**src/rtl/muladd_pkg.sv**
```systemverilog
// Shared types and constants for the muladd driver slice.
package muladd_pkg;

    localparam int unsigned DATA_W = 8;
    localparam int unsigned OP_W   = 3 * DATA_W;
    localparam int unsigned TMO_W  = 8;
    localparam int unsigned TAG_W  = 4;

    // Result substituted when the muladd never answers.
    localparam logic [DATA_W-1:0] TMO_RESULT = 8'hFF;

    typedef enum logic [1:0] {
        ST_IDLE,
        ST_ISSUE,
        ST_WAIT,
        ST_DELIVER
    } drv_state_t;

    typedef struct packed {
        logic [DATA_W-1:0] a;
        logic [DATA_W-1:0] b;
        logic [DATA_W-1:0] c;
    } operands_t;

endpackage

```
**src/rtl/op_fifo.sv**
```systemverilog
// First-word fall-through operand FIFO; head is valid whenever not empty.
module op_fifo #(
    parameter int unsigned DEPTH = 4,
    parameter int unsigned WIDTH = 24
) (
    input  logic             clk_i,
    input  logic             rst_i,
    input  logic             push_i,
    input  logic [WIDTH-1:0] push_data_i,
    input  logic             pop_i,
    output logic [WIDTH-1:0] head_o,
    output logic             full_o,
    output logic             empty_o
);

    localparam int unsigned AW = (DEPTH > 1) ? $clog2(DEPTH) : 1;
    localparam int unsigned CW = AW + 1;

    logic [WIDTH-1:0] r_mem [DEPTH];
    logic [AW-1:0]    r_wr_ptr;
    logic [AW-1:0]    r_rd_ptr;
    logic [CW-1:0]    r_count;
    logic             w_push;
    logic             w_pop;

    assign w_push  = push_i && !full_o;
    assign w_pop   = pop_i && !empty_o;
    assign full_o  = (r_count == CW'(DEPTH));
    assign empty_o = (r_count == '0);
    assign head_o  = r_mem[r_rd_ptr];

    // Storage write; contents need no reset since count gates visibility.
    always_ff @(posedge clk_i) begin
        if (w_push) begin
            r_mem[r_wr_ptr] <= push_data_i;
        end
    end

    // Pointer and occupancy bookkeeping; simultaneous push/pop keeps count.
    always_ff @(posedge clk_i or posedge rst_i) begin
        if (rst_i) begin
            r_wr_ptr <= '0;
            r_rd_ptr <= '0;
            r_count  <= '0;
        end else begin
            if (w_push) begin
                r_wr_ptr <= r_wr_ptr + AW'(1);
            end
            if (w_pop) begin
                r_rd_ptr <= r_rd_ptr + AW'(1);
            end
            case ({w_push, w_pop})
                2'b10:   r_count <= r_count + CW'(1);
                2'b01:   r_count <= r_count - CW'(1);
                default: r_count <= r_count;
            endcase
        end
    end

endmodule

```
**src/rtl/muladd_driver.sv**
```systemverilog
// Queues operand triples and drives them one at a time through an external
// muladd unit, returning tagged results with a watchdog on the response.
module muladd_driver
    import muladd_pkg::*;
#(
    parameter int unsigned DEPTH   = 4,
    parameter int unsigned TIMEOUT = 15
) (
    input  logic              clk_i,
    input  logic              rst_i,
    input  logic              cmd_valid_i,
    output logic              cmd_ready_o,
    input  logic [DATA_W-1:0] cmd_a_i,
    input  logic [DATA_W-1:0] cmd_b_i,
    input  logic [DATA_W-1:0] cmd_c_i,
    output logic              mul_valid_o,
    input  logic              mul_ready_i,
    output logic [DATA_W-1:0] mul_a_o,
    output logic [DATA_W-1:0] mul_b_o,
    output logic [DATA_W-1:0] mul_c_o,
    input  logic              res_valid_i,
    output logic              res_ready_o,
    input  logic [DATA_W-1:0] res_data_i,
    output logic              out_valid_o,
    input  logic              out_ready_i,
    output logic [DATA_W-1:0] out_data_o,
    output logic [TAG_W-1:0]  out_tag_o,
    output logic              busy_o,
    output logic              err_o
);

    localparam logic [TMO_W-1:0] TMO_LIMIT = TMO_W'(TIMEOUT);

    drv_state_t        r_state;
    logic              r_mul_valid;
    logic              r_res_ready;
    logic              r_out_valid;
    logic [DATA_W-1:0] r_result;
    logic [TMO_W-1:0]  r_tmo_cnt;
    logic [TAG_W-1:0]  r_tag;
    logic              r_err;

    operands_t         w_push_ops;
    operands_t         w_head;
    logic              w_full;
    logic              w_empty;
    logic              w_push;
    logic              w_pop;

    assign w_push_ops = '{a: cmd_a_i, b: cmd_b_i, c: cmd_c_i};
    assign w_push     = cmd_valid_i && cmd_ready_o;
    assign w_pop      = r_mul_valid && mul_ready_i;

    op_fifo #(
        .DEPTH (DEPTH),
        .WIDTH (OP_W)
    ) u_fifo (
        .clk_i       (clk_i),
        .rst_i       (rst_i),
        .push_i      (w_push),
        .push_data_i (w_push_ops),
        .pop_i       (w_pop),
        .head_o      (w_head),
        .full_o      (w_full),
        .empty_o     (w_empty)
    );

    // Ready is forced low while reset is held so nothing is accepted then.
    assign cmd_ready_o = !w_full && !rst_i;

    assign mul_valid_o = r_mul_valid;
    assign mul_a_o     = r_mul_valid ? w_head.a : '0;
    assign mul_b_o     = r_mul_valid ? w_head.b : '0;
    assign mul_c_o     = r_mul_valid ? w_head.c : '0;
    assign res_ready_o = r_res_ready;
    assign out_valid_o = r_out_valid;
    assign out_data_o  = r_out_valid ? r_result : '0;
    assign out_tag_o   = r_out_valid ? r_tag : '0;
    assign busy_o      = !w_empty || (r_state != ST_IDLE);
    assign err_o       = r_err;

    // Sequencer: the handshake flags are registered alongside the state so
    // each is high exactly while its state is current.
    always_ff @(posedge clk_i or posedge rst_i) begin
        if (rst_i) begin
            r_state     <= ST_IDLE;
            r_mul_valid <= 1'b0;
            r_res_ready <= 1'b0;
            r_out_valid <= 1'b0;
            r_result    <= '0;
            r_tmo_cnt   <= '0;
            r_tag       <= '0;
            r_err       <= 1'b0;
        end else begin
            case (r_state)
                ST_IDLE: begin
                    if (!w_empty) begin
                        r_state     <= ST_ISSUE;
                        r_mul_valid <= 1'b1;
                    end
                end
                ST_ISSUE: begin
                    if (mul_ready_i) begin
                        r_state     <= ST_WAIT;
                        r_mul_valid <= 1'b0;
                        r_res_ready <= 1'b1;
                        r_tmo_cnt   <= '0;
                    end
                end
                ST_WAIT: begin
                    if (res_valid_i) begin
                        r_result    <= res_data_i;
                        r_state     <= ST_DELIVER;
                        r_res_ready <= 1'b0;
                        r_out_valid <= 1'b1;
                        r_tmo_cnt   <= '0;
                    end else if (r_tmo_cnt + TMO_W'(1) == TMO_LIMIT) begin
                        r_result    <= TMO_RESULT;
                        r_err       <= 1'b1;
                        r_state     <= ST_DELIVER;
                        r_res_ready <= 1'b0;
                        r_out_valid <= 1'b1;
                        r_tmo_cnt   <= '0;
                    end else begin
                        r_tmo_cnt   <= r_tmo_cnt + TMO_W'(1);
                    end
                end
                ST_DELIVER: begin
                    if (out_ready_i) begin
                        r_tag       <= r_tag + TAG_W'(1);
                        r_out_valid <= 1'b0;
                        r_state     <= ST_IDLE;
                    end
                end
                default: begin
                    r_state     <= ST_IDLE;
                    r_mul_valid <= 1'b0;
                    r_res_ready <= 1'b0;
                    r_out_valid <= 1'b0;
                end
            endcase
        end
    end

endmodule

```
**config.mk**
```make
export PLATFORM = sky130hd
export DESIGN_NAME = muladd_driver
export DESIGN_NICKNAME = d
export VERILOG_FILES = /design/src/rtl/muladd_pkg.sv /design/src/rtl/op_fifo.sv /design/src/rtl/muladd_driver.sv
export SDC_FILE = /design/constraint.sdc
export NUM_CORES = 1
export LEC_CHECK = 0
export BUFFER_PORTS_ARGS = -buffer_cell sky130_fd_sc_hd__buf_4
export CORE_MARGIN = 5
export CORE_UTILIZATION = 40
export DETAILED_ROUTE_END_ITERATION = 16
export HOLD_SLACK_MARGIN = 0.15
export RECOVER_POWER = 50
export SYNTH_ARGS = -nofsm -noshare
export SYNTH_HDL_FRONTEND = slang
export SYNTH_SLANG_ARGS = --single-unit
```
**constraint.sdc**
```tcl
create_clock -name clk_i -period 2.8 [get_ports clk_i]
set_input_delay 0.14 -clock clk_i [delete_from_list [all_inputs] [get_ports clk_i]]
set_output_delay 0.14 -clock clk_i [all_outputs]
set_load 0.01 [all_outputs]
```
==> results of run 1 <==
==> metal layers <==
metal	track usage	vias to the layer above	wire length, microns
met5	0	-	0
li1	-	1481	-
met1	0.185	1545	4850
met3	0.0356	11	403
met2	0.225	64	5270
met4	0.0644	0	174
==> synth_stat cells (2+ instances only) <==
library cell / count
sky130_fd_sc_hd__and2_1: 37
sky130_fd_sc_hd__nand4_1: 2
sky130_fd_sc_hd__nor2_1: 6
sky130_fd_sc_hd__a211o_1: 2
sky130_fd_sc_hd__nand2_1: 14
sky130_fd_sc_hd__and3_1: 4
sky130_fd_sc_hd__nor3_1: 2
sky130_fd_sc_hd__xor2_1: 5
sky130_fd_sc_hd__clkbuf_1: 7
sky130_fd_sc_hd__a31oi_1: 2
sky130_fd_sc_hd__a21o_1: 2
sky130_fd_sc_hd__o21ai_0: 11
sky130_fd_sc_hd__mux2i_1: 2
sky130_fd_sc_hd__xnor2_1: 5
sky130_fd_sc_hd__a21oi_1: 2
sky130_fd_sc_hd__mux4_2: 24
sky130_fd_sc_hd__inv_1: 14
sky130_fd_sc_hd__nand3_1: 4
sky130_fd_sc_hd__ha_1: 12
sky130_fd_sc_hd__edfxtp_1: 96
sky130_fd_sc_hd__o22a_1: 8
sky130_fd_sc_hd__nand2b_1: 2
sky130_fd_sc_hd__buf_2: 3
sky130_fd_sc_hd__dfrtp_1: 33
==> cell usage in the layout, fill, tap and decap left out, types with 4 or more instances in the layout <==
cell type and n:
sky130_fd_sc_hd__o22a_1 8, sky130_fd_sc_hd__buf_4 56, sky130_fd_sc_hd__clkbuf_16 17, sky130_fd_sc_hd__nand2_1 14
sky130_fd_sc_hd__edfxtp_1 96, sky130_fd_sc_hd__xnor2_1 5, sky130_fd_sc_hd__and2_0 10, sky130_fd_sc_hd__dfrtp_1 32
sky130_fd_sc_hd__mux4_2 24, sky130_fd_sc_hd__dlygate4sd3_1 37, sky130_fd_sc_hd__and3_1 4, sky130_fd_sc_hd__inv_1 14
sky130_fd_sc_hd__and2_1 27, sky130_fd_sc_hd__xor2_1 5, sky130_fd_sc_hd__clkinv_2 5, sky130_fd_sc_hd__nand3_1 4
sky130_fd_sc_hd__nor2_1 6, sky130_fd_sc_hd__clkbuf_1 34, sky130_fd_sc_hd__o21ai_0 11, sky130_fd_sc_hd__ha_1 12
==> worst max-delay path by stage <==
stage / start / to / slack [ns] / depth (start not counted)
final: u_fifo.r_rd_ptr[0] / mul_b_o[3] / 0.45 / 4
after floorplan: u_fifo.r_count[0] / u_fifo.r_count[2] / 0.80 / 10
after global routing: rst_i / u_fifo.r_rd_ptr[0] / 0.18 / 4
after global placement: r_tmo_cnt[0] / out_valid_o / 0.70 / 6
after detailed placement: r_tmo_cnt[0] / r_result[0] / 0.64 / 6
after CTS: u_fifo.r_rd_ptr[0] / mul_b_o[3] / 0.39 / 4
==> per-stage QoR <==
| stage | hold WS, ns | cells | cell area (sq um) | total power [mW] |
|---|---|---|---|---|
| final | 0.468 | 639 | 6990 | 6.96 |
| after global routing | 0.494 | 639 | 6990 | 7.39 |
| after CTS | 0.392 | 639 | 7100 | 7.11 |
| after detailed placement | 0.278 | 573 | 6230 | 5.13 |
| after global placement | 0.281 | 573 | 6230 | 5.08 |
| after floorplan | 0.239 | 321 | 5390 | 4.13 |
==> power groups by stage <==
| stage | combinational, mW | clock, mW | sequential [mW] |
|---|---|---|---|
| after floorplan | 1.54 | 0 | 2.59 |
| after global placement | 2.38 | 0 | 2.70 |
| after detailed placement | 2.41 | 0 | 2.72 |
| after CTS | 2.46 | 1.96 | 2.68 |
| after global routing | 2.60 | 2.06 | 2.73 |
| final | 2.37 | 1.90 | 2.68 |
==> state kept, by name (all words and copies together), names as in the netlist <==
signal,count
res_ready_o,1
r_tag,4
u_fifo.r_rd_ptr,2
r_state,2
u_fifo.r_wr_ptr,2
u_fifo.r_mem,96
r_tmo_cnt,8
err_o,1
out_valid_o,1
mul_valid_o,1
u_fifo.r_count,3
r_result,8
==> final cells by class <==
cell class	count	area [sq um]
multi-input cells	166	1570
clock inverters	9	70.1
flip-flops and latches	129	3710
fillers	1144	6260
inverters	14	52.6
clock buffers	20	437
repair buffers	125	927
well taps	176	220
==> logic make-up (layout without fill, tap and decap cells) <==
group / count (synthesis) / after routing / synth area share
xor+xnor: 10 / 10 / 0.0162
buf+inv: 26 / 168 / 0.0209
mux: 28 / 28 / 0.109
fa+ha+maj: 13 / 13 / 0.0316
flops: 129 / 129 / 0.688
compound gates: 38 / 38 / 0.0506
simple gates: 77 / 77 / 0.0840
==> what timing repair did <==
action | in CTS | in global routing
gates resized for setup | 0 | 0
endpoints found under the hold margin | 143 | 0
hold buffers | 37 | 0
==> run summary, run 1 <==
The run finished, with violations left. The final reports fail on capacitance limit, slew limit. The maximum clock frequency was 0.425 GHz; the maximum number of pins on one net before global-route repair was 34. Before antenna repair, the detailed router went through 4 iterations. The net count after synthesis was 372.

The estimated wirelength of the detail-placed design was 6.61 mm. Type of the worst min-delay path: reg2reg. The area growth from synthesis to layout is 29.6%.

The clock share of power was 0.274. For the final database, setup skew stands at 0.00579 ns. The tools report the overall track demand over capacity in global routing as 0.142. The number of enable flip-flop cells after synthesis is 96. The tools report the total number of placement rows as 42. The power per unit of standard cell area is 995 nW/um^2, and the overall die height is 126 microns. The logs give 321 for the cell count after synthesis and 17.3 mm for the wire length of the first global-routing pass.

After detailed routing, the number of vias per cell comes to 4.85. The tools report the residual antenna-violating net count after detailed routing as 0. Area share of the leading cell type in the synthesized netlist: 0.535. The cell family contributing the most delay on the critical path is flip-flops. The later-pin clock latency in the skew report came out at 0.40 ns. The critical path required time is 2.66 ns. In the final design database the tool counted 504 nets. The category of the most critical setup path is reg2out.

The detailed-route wire length per cell was 16.7 microns. The worst register-to-register path ends at r_result[0]. The critical path goes through buf_4 -> mux4_2 -> and2_1 -> buf_4.

The run gives 0.385 as the part of the total power dissipated in sequential elements. The detailed router placed 3101 vias in this run. The peak supply drop was 0.000400 V. The critical path arrival is 2.21 ns. Initial antenna violation count: 0.

No sink is reached through more buffers than the 2 on the longest clock path. The combinational cell fraction of total power was 0.341; the final global-route overflow total was 0. The startpoint identified for the worst hold timing path is r_tag[3].

The tools report the switching power total as 2.09 mW. The buffer cell driving the clock tree root was sky130_fd_sc_hd__clkbuf_16. Of all cell types, the one taking the most synthesized area is sky130_fd_sc_hd__edfxtp_1. The die is 126 microns wide. The area enclosed by the die boundary is 15900 sq um, and the transition time at the pin with the least slew margin is 1.80 ns. In this run, distinct cell masters in the synthesized netlist total 46. Worst path setup slack after routing: 0.448 ns.

The register bit count reported by yosys is 129. After clock tree synthesis, the clock-pin slew on the worst setup and hold paths is 0.05 ns. The final period utilization is 0.840.

The number of global-route vias before repair came out at 3298. The number of antenna diodes in the final layout is 0. The tools report the final routed wirelength across all metal layers as 10.7 mm. The number of top-level design ports was 80; the number of buffer and inverter instances along the worst setup path was 2. The worst hold path stage count is 1. For the final-report hold violation count, the log shows 0. In this run the tool buffered the top-level ports with 79 buffer cells. The number of max-cap violations was 1; the fraction of power spent switching nets was 0.300.

The clock period minus final worst setup slack was 2.35 ns; the final max-slew violation count was 34. Last weighted congestion value of the routability-driven placer: 0.746. The cell with the largest stage delay on the worst path was sky130_fd_sc_hd__dfrtp_2. The share of flip-flops with an asynchronous set or reset after synthesis works out to 0.256. At the placement stage, the worst setup path has a slack of 0.643 ns.

Sorting the synthesized cells by area gives the leading types as sky130_fd_sc_hd__edfxtp_1 53%, sky130_fd_sc_hd__dfrtp_1 15%, sky130_fd_sc_hd__mux4_2 10%, sky130_fd_sc_hd__and2_1 4.3%, sky130_fd_sc_hd__ha_1 2.8%. In the final timing run, aggregate negative setup slack is 0 ns. The floorplan step defined a core boundary enclosing 13200 sq um. Dividing the synthesized area by the synthesized cell count gives 16.8 sq um. The most used flip-flop cell after synthesis is sky130_fd_sc_hd__edfxtp_1. Once the clock tree was built, the setup fixing pass inserted 0 buffers.

The register-to-register path setup slack was 0.63 ns; the number of DRC violations after detailed routing was 0. For the total CTS buffers, the log shows 17. Measured in cells, the most critical reg-to-reg path has a length of 6.

TritonCTS built the clock tree. The worst setup path is launched from a register. The biggest cell delay along the critical path was 0.61 ns; the number of warnings issued by yosys was 0. The H-tree generated during clock tree synthesis spans 4 levels. The static leakage is 2.63 nW.

The startpoint identified for the worst register-to-register timing path is r_tmo_cnt[0]. Setup repair after global routing left no endpoint under its margin. The internal portion of the total power is 4.87 mW. The combined area of all synthesized cells is 5390 sq um, and the number of setup violations in the final report is 0. The share of synthesized area occupied by flip-flops and latches was 0.688; the number of sinks on the clock net was 129.

For the relative slew slack, the log shows -0.202. The worst setup path is captured at an output pin. The detailed router finished its first iteration with 150 violations. For hold timing, the worst endpoint is r_tag[3].

The fraction of the core area covered by cells at the end of the flow came out at 0.528. The initial cell density of the core is 0.407, and the largest fanout on the critical path is 12. Counting stages on the worst path, the most repeated cell is sky130_fd_sc_hd__buf_4. The share of cells above drive strength 1 was 0.248.
Power figures use the tool's default switching activity.
==> run 2, diff against run 1 <==
Clock period 2.8 ns to 1.9 ns, I/O delays scaled along.
==> run 2 against run 1 <==
Against the previous run: the run ends with setup timing left; clock skew fell by 0.0016 ns; global-route usage up 1.0 points; die area stayed put; hold slack lost 0.16 ns; final cell count rose by 4.4%; highest routed layer unchanged.
==> run summary, run 2 (synthesized netlist as in run 1, its figures left out) <==
The final reports fail on setup timing. The maximum clock insertion buffer count is 2 (unchanged), and the filler cell count in the final layout is 1053 (-8.0%). The detailed-route via count is 3315 (+6.9%). The worst path setup slack after routing was -0.0741 ns (-0.522 ns). The last weighted congestion value of the routability-driven placer came out at 0.778 (+4.4%). The run finished, with violations left. The initial antenna violation count was 0 (unchanged). The reg-to-reg endpoint was r_tmo_cnt[2]. Counting flops per register, the top entry is u_fifo.r_mem.

The run gives 1.80 ns (-0.86 ns) as the critical path required time. Leaving out fill and tap cells, the most frequent cells in the layout are 96 x sky130_fd_sc_hd__edfxtp_1, 50 x sky130_fd_sc_hd__buf_4, 37 x sky130_fd_sc_hd__dlygate4sd3_1. The total area of sequential cells was 3710 sq um (about the same); the number of DRC violations after detailed-routing iteration 0 was 163 (+8.7%). Timing would allow up to 0.507 GHz.

The cell area after placement is 6400 sq um (+2.8%). The run gives 17 (unchanged) as the total CTS buffers. The run gives 7640 sq um (+9.4%) as the final standard cell area without fillers. The per-cell via count in the routed design was 4.97 (+2.4%). The logic depth of the worst register-to-register path works out to 8 (+2). For the final global-route overflow total, the log shows 0 (unchanged). The number of max-cap violations was 0 (-1).

The startpoint identified for the worst register-to-register timing path is r_tmo_cnt[1]. The run gives 4 (unchanged) as the number of detailed-routing iterations run before antenna repair. The relative slew slack is 0.603 (+0.806), and the total number of placement rows is 42 (unchanged). The area taken by multi-input logic gates was 1740 sq um (+11%); the final period utilization was 1.04.

The run gives 0.00419 ns (-0.00161 ns) as the worst setup skew after layout. The run gives 0.000710 V (+77%) as the peak supply drop. STA classifies the critical path startpoint as a register. For the number of top-level design ports, the log shows 80 (unchanged). The horizontal die dimension came out at 126 microns (unchanged).

TritonCTS built the clock tree. Wire length of the first global-routing pass: 18.5 mm (+6.9%). The run gives 129 (unchanged) as the number of sinks on the clock net. The fraction of the core area covered by cells at the end of the flow was 0.577 (+0.0494). The power consumption was 11.8 mW (+70%); the floorplan core area was 13200 sq um (unchanged). Leaving out fill and tap cells, the most frequent cell in the layout is sky130_fd_sc_hd__edfxtp_1. Register-to-register path setup slack: -0.04 ns (-0.67 ns). Setup repair after global routing could not meet its margin everywhere.

Type of the worst min-delay path: in2async. For the residual antenna-violating net count after detailed routing, the log shows 0 (unchanged). The maximum number of pins on one net before global-route repair was 28 (-18%); the initial cell density of the core was 0.407 (unchanged). The overall die height was 126 microns (unchanged).

The overall track demand over capacity in global routing is 0.152 (+0.0100). For the number of setup violations in the final report, the log shows 21 (+21). The largest fanout on the critical path was 6 (-6); the worst hold slack was 0.309 ns (-0.159 ns).

The number of nets in the final layout is 529 (+5.0%). For the H-tree depth reported by CTS, the log shows 4 (unchanged). The category of the most critical setup path was reg2out. The worst setup path is captured at an output pin.

The power per unit of standard cell area is 1550 nW/um^2 (+55%), and the transition time at the pin with the least slew margin is 0.595 ns (-1.21 ns). The signed area change from the synthesized netlist to the final layout is 41.7%, and the flip-flop count of the largest register, all copies and words added is 96 (unchanged). The detailed-route wire length per cell was 17.5 microns (+4.4%); the share of cells above drive strength 1 was 0.389 (+0.141). For the number of DRC violations after detailed routing, the log shows 0 (unchanged). The logs give 15900 sq um (unchanged) for the area enclosed by the die boundary and 1.88 ns (-0.33 ns) for the critical path arrival.

The largest registers in the layout are u_fifo.r_mem: 96 flops, r_result: 8 flops, r_tmo_cnt: 8 flops. The count of buffers from port buffering was 79 (unchanged); the final routed wirelength across all metal layers was 11.7 mm (+9.0%). For the total negative slack for setup checks, the log shows -0.789 ns (-0.789 ns). For the static leakage, the log shows 2.91 nW (+11%). For the final-report hold violation count, the log shows 0 (unchanged).

Buffer cell driving the clock tree root: sky130_fd_sc_hd__clkbuf_16. The estimated wirelength of the detail-placed design was 6.73 mm (+1.9%). The clock slew at the register clock pins of the worst setup and hold paths is 0.05 ns (about the same), and the final max-slew violation count is 0 (-100%). The number of global-route vias before repair was 3525 (+6.9%); the later-pin clock latency in the skew report was 0.41 ns (about the same). For the finished layout, the period the worst path requires is 1.97 ns. The tools report the number of antenna cells inserted as 0 (unchanged).
## run 2: layout make-up
type,instances,area share
clock buffer,22,0.0581
clock inverter,10,0.0177
inverter,14,0.00688
multi-input combinational,166,0.228
sequential,129,0.486
tap,176,0.0288
timing repair buffer,150,0.175
## run 2: critical path, cell delays in order, from the launching register on
cell                      delay [ns]
sky130_fd_sc_hd__dfrtp_2        0.42
sky130_fd_sc_hd__buf_12         0.13
sky130_fd_sc_hd__buf_16         0.13
sky130_fd_sc_hd__mux4_2         0.49
sky130_fd_sc_hd__and2_4         0.18
sky130_fd_sc_hd__buf_6          0.12
## run 2: metal layers
metal	global-route usage	wire length [microns]	up-vias
li1	-	-	1539
met1	0.196	5180	1693
met2	0.244	5840	71
met3	0.0461	476	12
met4	0.0530	166	0
met5	0	0	-
## run 2: through the flow
step / std cells / worst slack, ns
final: 667 / -0.0741
after global routing: 667 / -0.160
after CTS: 664 / -0.0802
after detailed placement: 586 / -0.0243
after global placement: 586 / 0.0220
after floorplan: 321 / -0.0533
## run 2: what timing repair did
action / in CTS / in global routing
setup buffers: 6 / 5
endpoints found under the hold margin: 143 / 0
gates cloned: 3 / 0
setup endpoints to repair: 30 / 45
pin swaps: 3 / 6
resized for setup: 61 / 20
hold buffers: 37 / 0
## run 2: power by group
group / total [mW] / internal, mW / switching, mW
registers: 3.86 / 3.56 / 0.302
clock network: 3.20 / 2.06 / 1.14
logic: 4.76 / 2.75 / 2.01
## run 2: how the worst max path moves through the flow
| stage | startpoint | to | slack, ns | cells after the start |
|---|---|---|---|---|
| after floorplan | u_fifo.r_count[0] | u_fifo.r_count[2] | -0.05 | 10 |
| final | u_fifo.r_rd_ptr[0] | mul_c_o[4] | -0.07 | 5 |
| after CTS | u_fifo.r_rd_ptr[0] | mul_b_o[4] | -0.08 | 5 |
| after detailed placement | r_tmo_cnt[1] | r_state[1] | -0.02 | 7 |
| after global routing | r_tmo_cnt[0] | r_state[1] | -0.16 | 7 |
| after global placement | r_tmo_cnt[1] | r_state[1] | 0.02 | 6 |
